[config.mk]
export PLATFORM = sky130hd
export DESIGN_NAME = vga_plot_arbiter
export DESIGN_NICKNAME = d
export VERILOG_FILES = /design/src/rtl/vga_plot_arbiter.sv
export SDC_FILE = /design/constraint.sdc
export NUM_CORES = 1
export LEC_CHECK = 0
export ABC_AREA = 1
export BUFFER_PORTS_ARGS = -buffer_cell sky130_fd_sc_hd__buf_4
export CAP_MARGIN = 10
export CORE_ASPECT_RATIO = 0.8
export CORE_UTILIZATION = 32
export DETAILED_ROUTE_END_ITERATION = 10
export PLACE_DENSITY = 0.7
export REMOVE_ABC_BUFFERS = 1
export SLEW_MARGIN = 10
export SYNTH_ARGS = -nofsm -noshare
export SYNTH_HDL_FRONTEND = slang
export SYNTH_SLANG_ARGS = --single-unit
[constraint.sdc]
create_clock -name clock_50 -period 2 [get_ports clock_50]
set_clock_uncertainty 0.05 [all_clocks]
set_input_delay 0.1 -clock clock_50 [delete_from_list [all_inputs] [get_ports clock_50]]
set_output_delay 0.1 -clock clock_50 [all_outputs]
set_load 0.05 [all_outputs]
[src/rtl/vga_plot_arbiter.sv]
// vga_plot_arbiter: round-robin arbiter that gives one of four drawing
// engines (map, pacman, ghost A, ghost B) exclusive use of the VGA adapter.
// Each grant is bounded by a hold counter. One RELEASE cycle separates a
// grant from the next arbitration.
//
// Handshake: a requester raises req[i] and keeps it high until it is finished.
// grant[i] is registered, one-hot, and acts as the requester's enable. While it
// holds the grant, the requester's plot/x/y/color go through to the adapter in
// the same cycle. The requester ends its turn in one of two ways: it pulses
// done[i], or it drops req[i]. The pixel presented alongside done[i] is still
// plotted. If the requester does neither, the hold counter revokes the grant
// after TIMEOUT cycles and timeout_err flags it.
module vga_plot_arbiter #(
  parameter logic [15:0] TIMEOUT = 16'd40000
) (
  input  logic        clock_50,
  input  logic        reset,
  input  logic [3:0]  req,
  input  logic [3:0]  done,
  input  logic [3:0]  plot_in,
  input  logic [31:0] x_in,
  input  logic [27:0] y_in,
  input  logic [11:0] color_in,
  output logic [3:0]  grant,
  output logic        vga_plot,
  output logic [7:0]  vga_x,
  output logic [6:0]  vga_y,
  output logic [2:0]  vga_color,
  output logic        busy,
  output logic        timeout_err,
  output logic [1:0]  o_dbg_state
);

  typedef enum logic [1:0] {
    S_IDLE    = 2'd0,
    S_GRANT   = 2'd1,
    S_RELEASE = 2'd2
  } state_t;

  state_t      r_state;
  state_t      w_state_nxt;
  logic [3:0]  r_grant;
  logic [3:0]  w_grant_nxt;
  // r_last is both the round-robin pointer and the index of the current holder
  logic [1:0]  r_last;
  logic [1:0]  w_last_nxt;
  logic [15:0] r_cnt;
  logic [15:0] w_cnt_nxt;
  logic        r_timeout_err;
  logic        w_timeout_err_nxt;

  logic [1:0]  w_winner;
  logic        w_found;
  logic [1:0]  w_cand;
  logic        w_g_done;
  logic        w_g_req;
  logic        w_at_limit;
  logic        w_exit;

  // Round-robin search: first set req bit starting just after the last winner
  always_comb begin
    w_winner = r_last;
    w_found  = 1'b0;
    w_cand   = r_last;
    for (int k = 1; k < 5; k++) begin
      w_cand = r_last + 2'(k);
      if (!w_found && req[w_cand]) begin
        w_found  = 1'b1;
        w_winner = w_cand;
      end
    end
  end

  // Exit conditions of the current holder; only its own done/req matter
  always_comb begin
    w_g_done   = done[r_last];
    w_g_req    = req[r_last];
    w_at_limit = (r_cnt == (TIMEOUT - 16'd1));
    w_exit     = w_g_done | ~w_g_req | w_at_limit;
  end

  // Next-state, next-grant, hold counter and timeout flag
  always_comb begin
    w_state_nxt       = r_state;
    w_grant_nxt       = r_grant;
    w_last_nxt        = r_last;
    w_cnt_nxt         = r_cnt;
    w_timeout_err_nxt = 1'b0;
    case (r_state)
      S_IDLE: begin
        w_grant_nxt = 4'b0000;
        w_cnt_nxt   = 16'd0;
        if (w_found) begin
          w_state_nxt = S_GRANT;
          w_grant_nxt = 4'b0001 << w_winner;
          w_last_nxt  = w_winner;
        end
      end
      S_GRANT: begin
        if (w_exit) begin
          w_state_nxt       = S_RELEASE;
          w_grant_nxt       = 4'b0000;
          w_cnt_nxt         = 16'd0;
          // A revocation counts as an error only if the requester still wanted the port
          w_timeout_err_nxt = w_at_limit & ~w_g_done & w_g_req;
        end else begin
          w_cnt_nxt = r_cnt + 16'd1;
        end
      end
      S_RELEASE: begin
        w_state_nxt = S_IDLE;
        w_grant_nxt = 4'b0000;
        w_cnt_nxt   = 16'd0;
      end
      default: begin
        w_state_nxt = S_IDLE;
        w_grant_nxt = 4'b0000;
        w_cnt_nxt   = 16'd0;
      end
    endcase
  end

  // State register; reset wins over every transition
  always_ff @(posedge clock_50) begin
    if (reset) begin
      r_state       <= S_IDLE;
      r_grant       <= 4'b0000;
      r_last        <= 2'd3;
      r_cnt         <= 16'd0;
      r_timeout_err <= 1'b0;
    end else begin
      r_state       <= w_state_nxt;
      r_grant       <= w_grant_nxt;
      r_last        <= w_last_nxt;
      r_cnt         <= w_cnt_nxt;
      r_timeout_err <= w_timeout_err_nxt;
    end
  end

  // VGA mux: pass the holder's pixel through during GRANT, zeros otherwise
  always_comb begin
    vga_plot  = 1'b0;
    vga_x     = 8'd0;
    vga_y     = 7'd0;
    vga_color = 3'd0;
    if (r_state == S_GRANT) begin
      case (r_last)
        2'd0: begin
          vga_plot  = plot_in[0];
          vga_x     = x_in[7:0];
          vga_y     = y_in[6:0];
          vga_color = color_in[2:0];
        end
        2'd1: begin
          vga_plot  = plot_in[1];
          vga_x     = x_in[15:8];
          vga_y     = y_in[13:7];
          vga_color = color_in[5:3];
        end
        2'd2: begin
          vga_plot  = plot_in[2];
          vga_x     = x_in[23:16];
          vga_y     = y_in[20:14];
          vga_color = color_in[8:6];
        end
        default: begin
          vga_plot  = plot_in[3];
          vga_x     = x_in[31:24];
          vga_y     = y_in[27:21];
          vga_color = color_in[11:9];
        end
      endcase
    end
  end

  assign grant       = r_grant;
  assign busy        = (r_state == S_GRANT) || (r_state == S_RELEASE);
  assign timeout_err = r_timeout_err;
  assign o_dbg_state = r_state;

endmodule
* Yosys cells after proc, flatten, opt, wreduce, memory -nomap -nowiden
Cells that the tools add are included.
Word-level totals: latch bits 0, flip-flop bits (word level) 25, bits in writable memories 0, word-level logic and storage cells 74, bits in read-only memories 0, memories kept 0
Cells by class: multiplexer cells 32, reductions and logical operators 13, order comparisons 4, bitwise gates (word level) 8, shift operators 1, multiply operators 0, add/subtract/negate cells 4, divide/modulo/power cells 0, equal/unequal tests 7
Operator list (number):
- $pmux 8 s3 | 1
- $pmux 7 s3 | 1
- $add 16x1->16 const B | 1
- $eq 16x16->1 const B | 1
- $lt 2x3->1 const B | 4
- $mux 2 | 6
- $bmux 1 s2 | 5
- $mux 1 | 10
- $pmux 3 s3 | 1
- $mux 4 | 2
- $mux 8 | 1
- $pmux 4 s2 | 1
- $mux 7 | 1
- $reduce_or 3->1 | 2
- $add 2x2->2 const B | 2
- $eq 2x1->1 const B | 2
- $eq 2x2->1 const B | 2
- $logic_not 2->1 | 2
- $ne 2x2->1 const B | 2
- $not 1->1 | 4
- $pmux 2 s2 | 1
- $reduce_and 2->1 | 2
- $shl 1x2->4 const A | 1
- $logic_and 1x1->1 | 3
- 7 further kinds | 11

* Logic depth before layout (Yosys ltp)
depth after elaboration 16, mapped depth 13, gate-level depth less buffers 13

* Worst setup path after synthesis
No wires, ideal clock.
path type register to output, from reg r_state[0], in the netlist o_dbg_state[0], to out vga_color[0], path slack -0.330 ns, arrival 2.180 ns, buffers on the path 1, cell stages (with the launch flop) 5, path through dfxtp_1 -> ha_1 -> clkbuf_1 -> o21ai_0 -> a31oi_1
Between the ends: word-level cells in the longest chain between the ends 2
RTL lines:
- start: declaration | line 40 | state_t r_state;
- start signal: assignment | line 132 | r_state <= w_state_nxt;
- $eq 2x1->1 | line 146 | if (r_state == S_GRANT) begin
- $mux 3 | line 146
- end: declaration | line 28 | output logic [2:0] vga_color,
Every way passes these cells.

* Worst setup path in the final report
from reg r_last[1], to out vga_y[6]
Between the ends: word-level cells in the longest chain between the ends 3, elaborated cells on any way between the ends 5, classes of those cells eq/ne (2); mux (2); reduce/logical (1)
RTL lines:
- start: declaration | line 45 | logic [1:0] r_last;
- start signal: assignment | line 134 | r_last <= w_last_nxt;
- $eq 2x2->1, or another cell as far along | line 147 | case (r_last)
- $pmux 7 s3 (*) | line 147
- $mux 7 (*) | line 146
- end: declaration | line 27 | output logic [6:0] vga_y,
Mark *: on every way between the ends. The rest lies on a longest branch, timed or not.

==> metrics.md <==
| Metric | Value |
|---|---|
| # port buffers | 112 |
| Antenna Cells | 0 |
| Final WL | 6.51 mm |
| Largest net degree at the start of global routing | 24 |
| Max-cap violation count | 0 |
| Number of flops mapped to enable cells by yosys | 0 |
| Io pins | 113 |
| Area Growth Syn to Fin | 52.2% |
| Number of synthesized register bits | 25 |
| Core region area | 6040 um2 |
| # rows | 25 |
| DRC | 0 |
| Worst Path Arrival | 1.75 ns |
| Congestion Overflow GR | 0 |
| Final ANT Viol Nets | 0 |
| Initial core utilization | 33.8% |
| Max clock buf depth | 2 |
| Dpl cells | 510 |
| Slew Limit Headroom | 73.0% |
| Design area | 3110 um2 |
| Final Util | 51.5% |
| CP startpoint kind | register |
| Final sum of negative setup slack | 0 ns |
| Main synth FF type | dfxtp_1 |
| Pin slew with the least headroom to its limit | 0.405 ns |
| Fin cells | 516 |
| Clock latency on the worst-skew pair | 0.28 ns |
| 1st-pass router iterations | 5 |
| R2R cell count | 12 |
| Top achievable clock speed | 527 MHz |
| Die Wd | 91.3 um |
| Worst Path Required | 1.85 ns |
| Layout cells sized above 1 | 38.2% |
| RSZ-0062 raised after global routing | false |
| Commonest cells after routing, fill and taps aside | buf_4, nand2_1, a21oi_1 |
| Finish-stage setup viols | 0 |
| Synth cell types | 29 |
| Setup CP Type | reg -> out |
| Initial antenna violation count | 0 |
| Final nets | 529 |
| Leakage | 1.39 nW |
| DP Area | 3000 um2 |
| DR iter-0 viols | 84 |
| Gate Count Post-Synth | 320 |
| RePlAce Congestion | 0.837 |
| Yosys warns | 0 |
| Critical-path maximum fanout | 19 |
| Crit. End Element | primary output |
| Crit share post-route | 94.8% |
| Total GRT Usage | 19.3% |
| Post-CTS Setup Inserts | 0 |
| Final period demand of the worst path | 1.90 ns |
| Die ar. | 6710 um2 |
| Post-DR vias/cell | 4.95 |
| Num CTS Buffers | 3 |
| Mean Syn Cell Area | 6.39 um2 |
| Final Hold Viols | 0 |
| Via count | 2552 |
| Hold WC Path Type | in -> reg |
| Final Max Tran Viols | 0 |
| Post-detail-place hpwl | 4.92 mm |
| Sequential area share after synthesis | 24.5% |
| Commonest non-fill, non-tap cell in the layout | buf_4 |
| FFs w/ async S/R, synth | 0% |
| Run status | finished clean |
| First-pass GRT wire length | 10.6 mm |
| CTS tree | done |
| Vias in the first global route | 2390 |
| Worst IR drop on VDD | 0.774 mV |
| # H-tree levels | 1 |
| Die Height | 73.5 um |
| Worst hold stages | 8 |
| Clock sink count | 25 |
| Mean routed wirelength per cell | 12.6 um |
| Synth Cell Area | 2040 um2 |
| Root Buffer | clkbuf_8 |
| Pwr/cell area | 1250 nW/um2 |
| Clock slew at reported path FFs | 0.10 ns |
-- where the power goes --
part / switching, mW / internal, mW
sequential: 0.0520 / 0.554
clock: 0.174 / 0.146
combinational: 1.96 / 0.992
total: 2.18 / 1.69
-- repair_timing --
action | in CTS | in global routing
endpoints found under the hold margin | 2 | 0
hold buffers | 1 | 0
resized for setup | 2 | 7
gates cloned | 0 | 1
setup endpoints to repair | 19 | 25
-- registers in the layout, indices dropped and copies added (netlist names) --
name and count:
r_cnt 16, grant 4, o_dbg_state 2, r_last 2
timeout_err 1
-- area by class of cell --
type | count | area (um2)
tap | 81 | 101
fill | 595 | 2930
clock buffer | 3 | 41.3
timing repair buffer | 124 | 958
inverter | 24 | 92.6
multi-input combinational | 258 | 1400
sequential | 25 | 503
clock inverter | 1 | 8.76
-- final timing paths --
| kind | startpoint | to | slack [ns] |
|---|---|---|---|
| max | r_last[1]$_SDFFE_PP1P_ | vga_y[6] | 0.10 |
| min | done[2] | timeout_err$_SDFF_PP0_ | 0.32 |
| max reg2reg | r_last[0]$_SDFFE_PP1P_ | grant[3]$_SDFFE_PP0P_ | 0.23 |
| min reg2reg | r_cnt[0]$_SDFF_PP0_ | r_cnt[0]$_SDFF_PP0_ | 0.40 |
-- synthesized netlist by cell type (2+ instances only) --
master    count  area share (%)
inv_1        20             3.7
nand3_2       8             3.9
nand2_2       8             2.4
nor3_1        2            0.49
xnor2_1       4             1.7
nor2_1       22             4.0
ha_1          7             4.3
o21ai_0      22             5.4
clkbuf_1      9             1.7
nand2_1      96              18
a31oi_1      19             5.8
a21oi_1      29             7.1
nor2_2        5             1.5
dfxtp_1      25              24
nand3_1      17             4.2
nand4_1       4             1.2
inv_2         4            0.73
nand2_4       3             1.7
buf_6         2             1.1
xor2_1        4             1.7
buf_1         2            0.37
-- through the flow --
| step | setup slack (ns) | total power [mW] | hold WS (ns) |
|---|---|---|---|
| after floorplan | -0.354 | 2.62 | 0.119 |
| after global placement | 0.208 | 3.43 | 0.280 |
| after detailed placement | 0.161 | 3.46 | 0.279 |
| after CTS | 0.00530 | 3.79 | 0.320 |
| after global routing | 0.00935 | 4.18 | 0.366 |
| final | 0.103 | 3.87 | 0.321 |
-- logic make-up (layout without fill, tap and decap cells) --
family,count (synthesis),in the layout,synth area share [%]
AO/OA/AOI/OAI,72,72,19.0
XOR/XNOR,8,8,3.43
AND/OR/NAND/NOR,171,171,41.3
flip-flops,25,25,24.5
buffers and inverters,37,152,7.53
adder cells (fa/ha/maj),7,7,4.29
-- per-layer routing --
layer  up-vias  track usage, %  wire (um)
met3        17            3.73        436
li1       1299               -          -
met4         0            7.05        156
met2       105            33.2       2900
met1      1131            24.4       3020
met5         -               0          0
-- critical path: stages (launching register included) --
cell and delay, ns:
dfxtp_2 0.35, inv_2 0.11, ha_2 0.45, a21oi_1 0.14, a31oi_1 0.19, buf_4 0.23
Note: power is estimated with default switching activity, not from simulation.
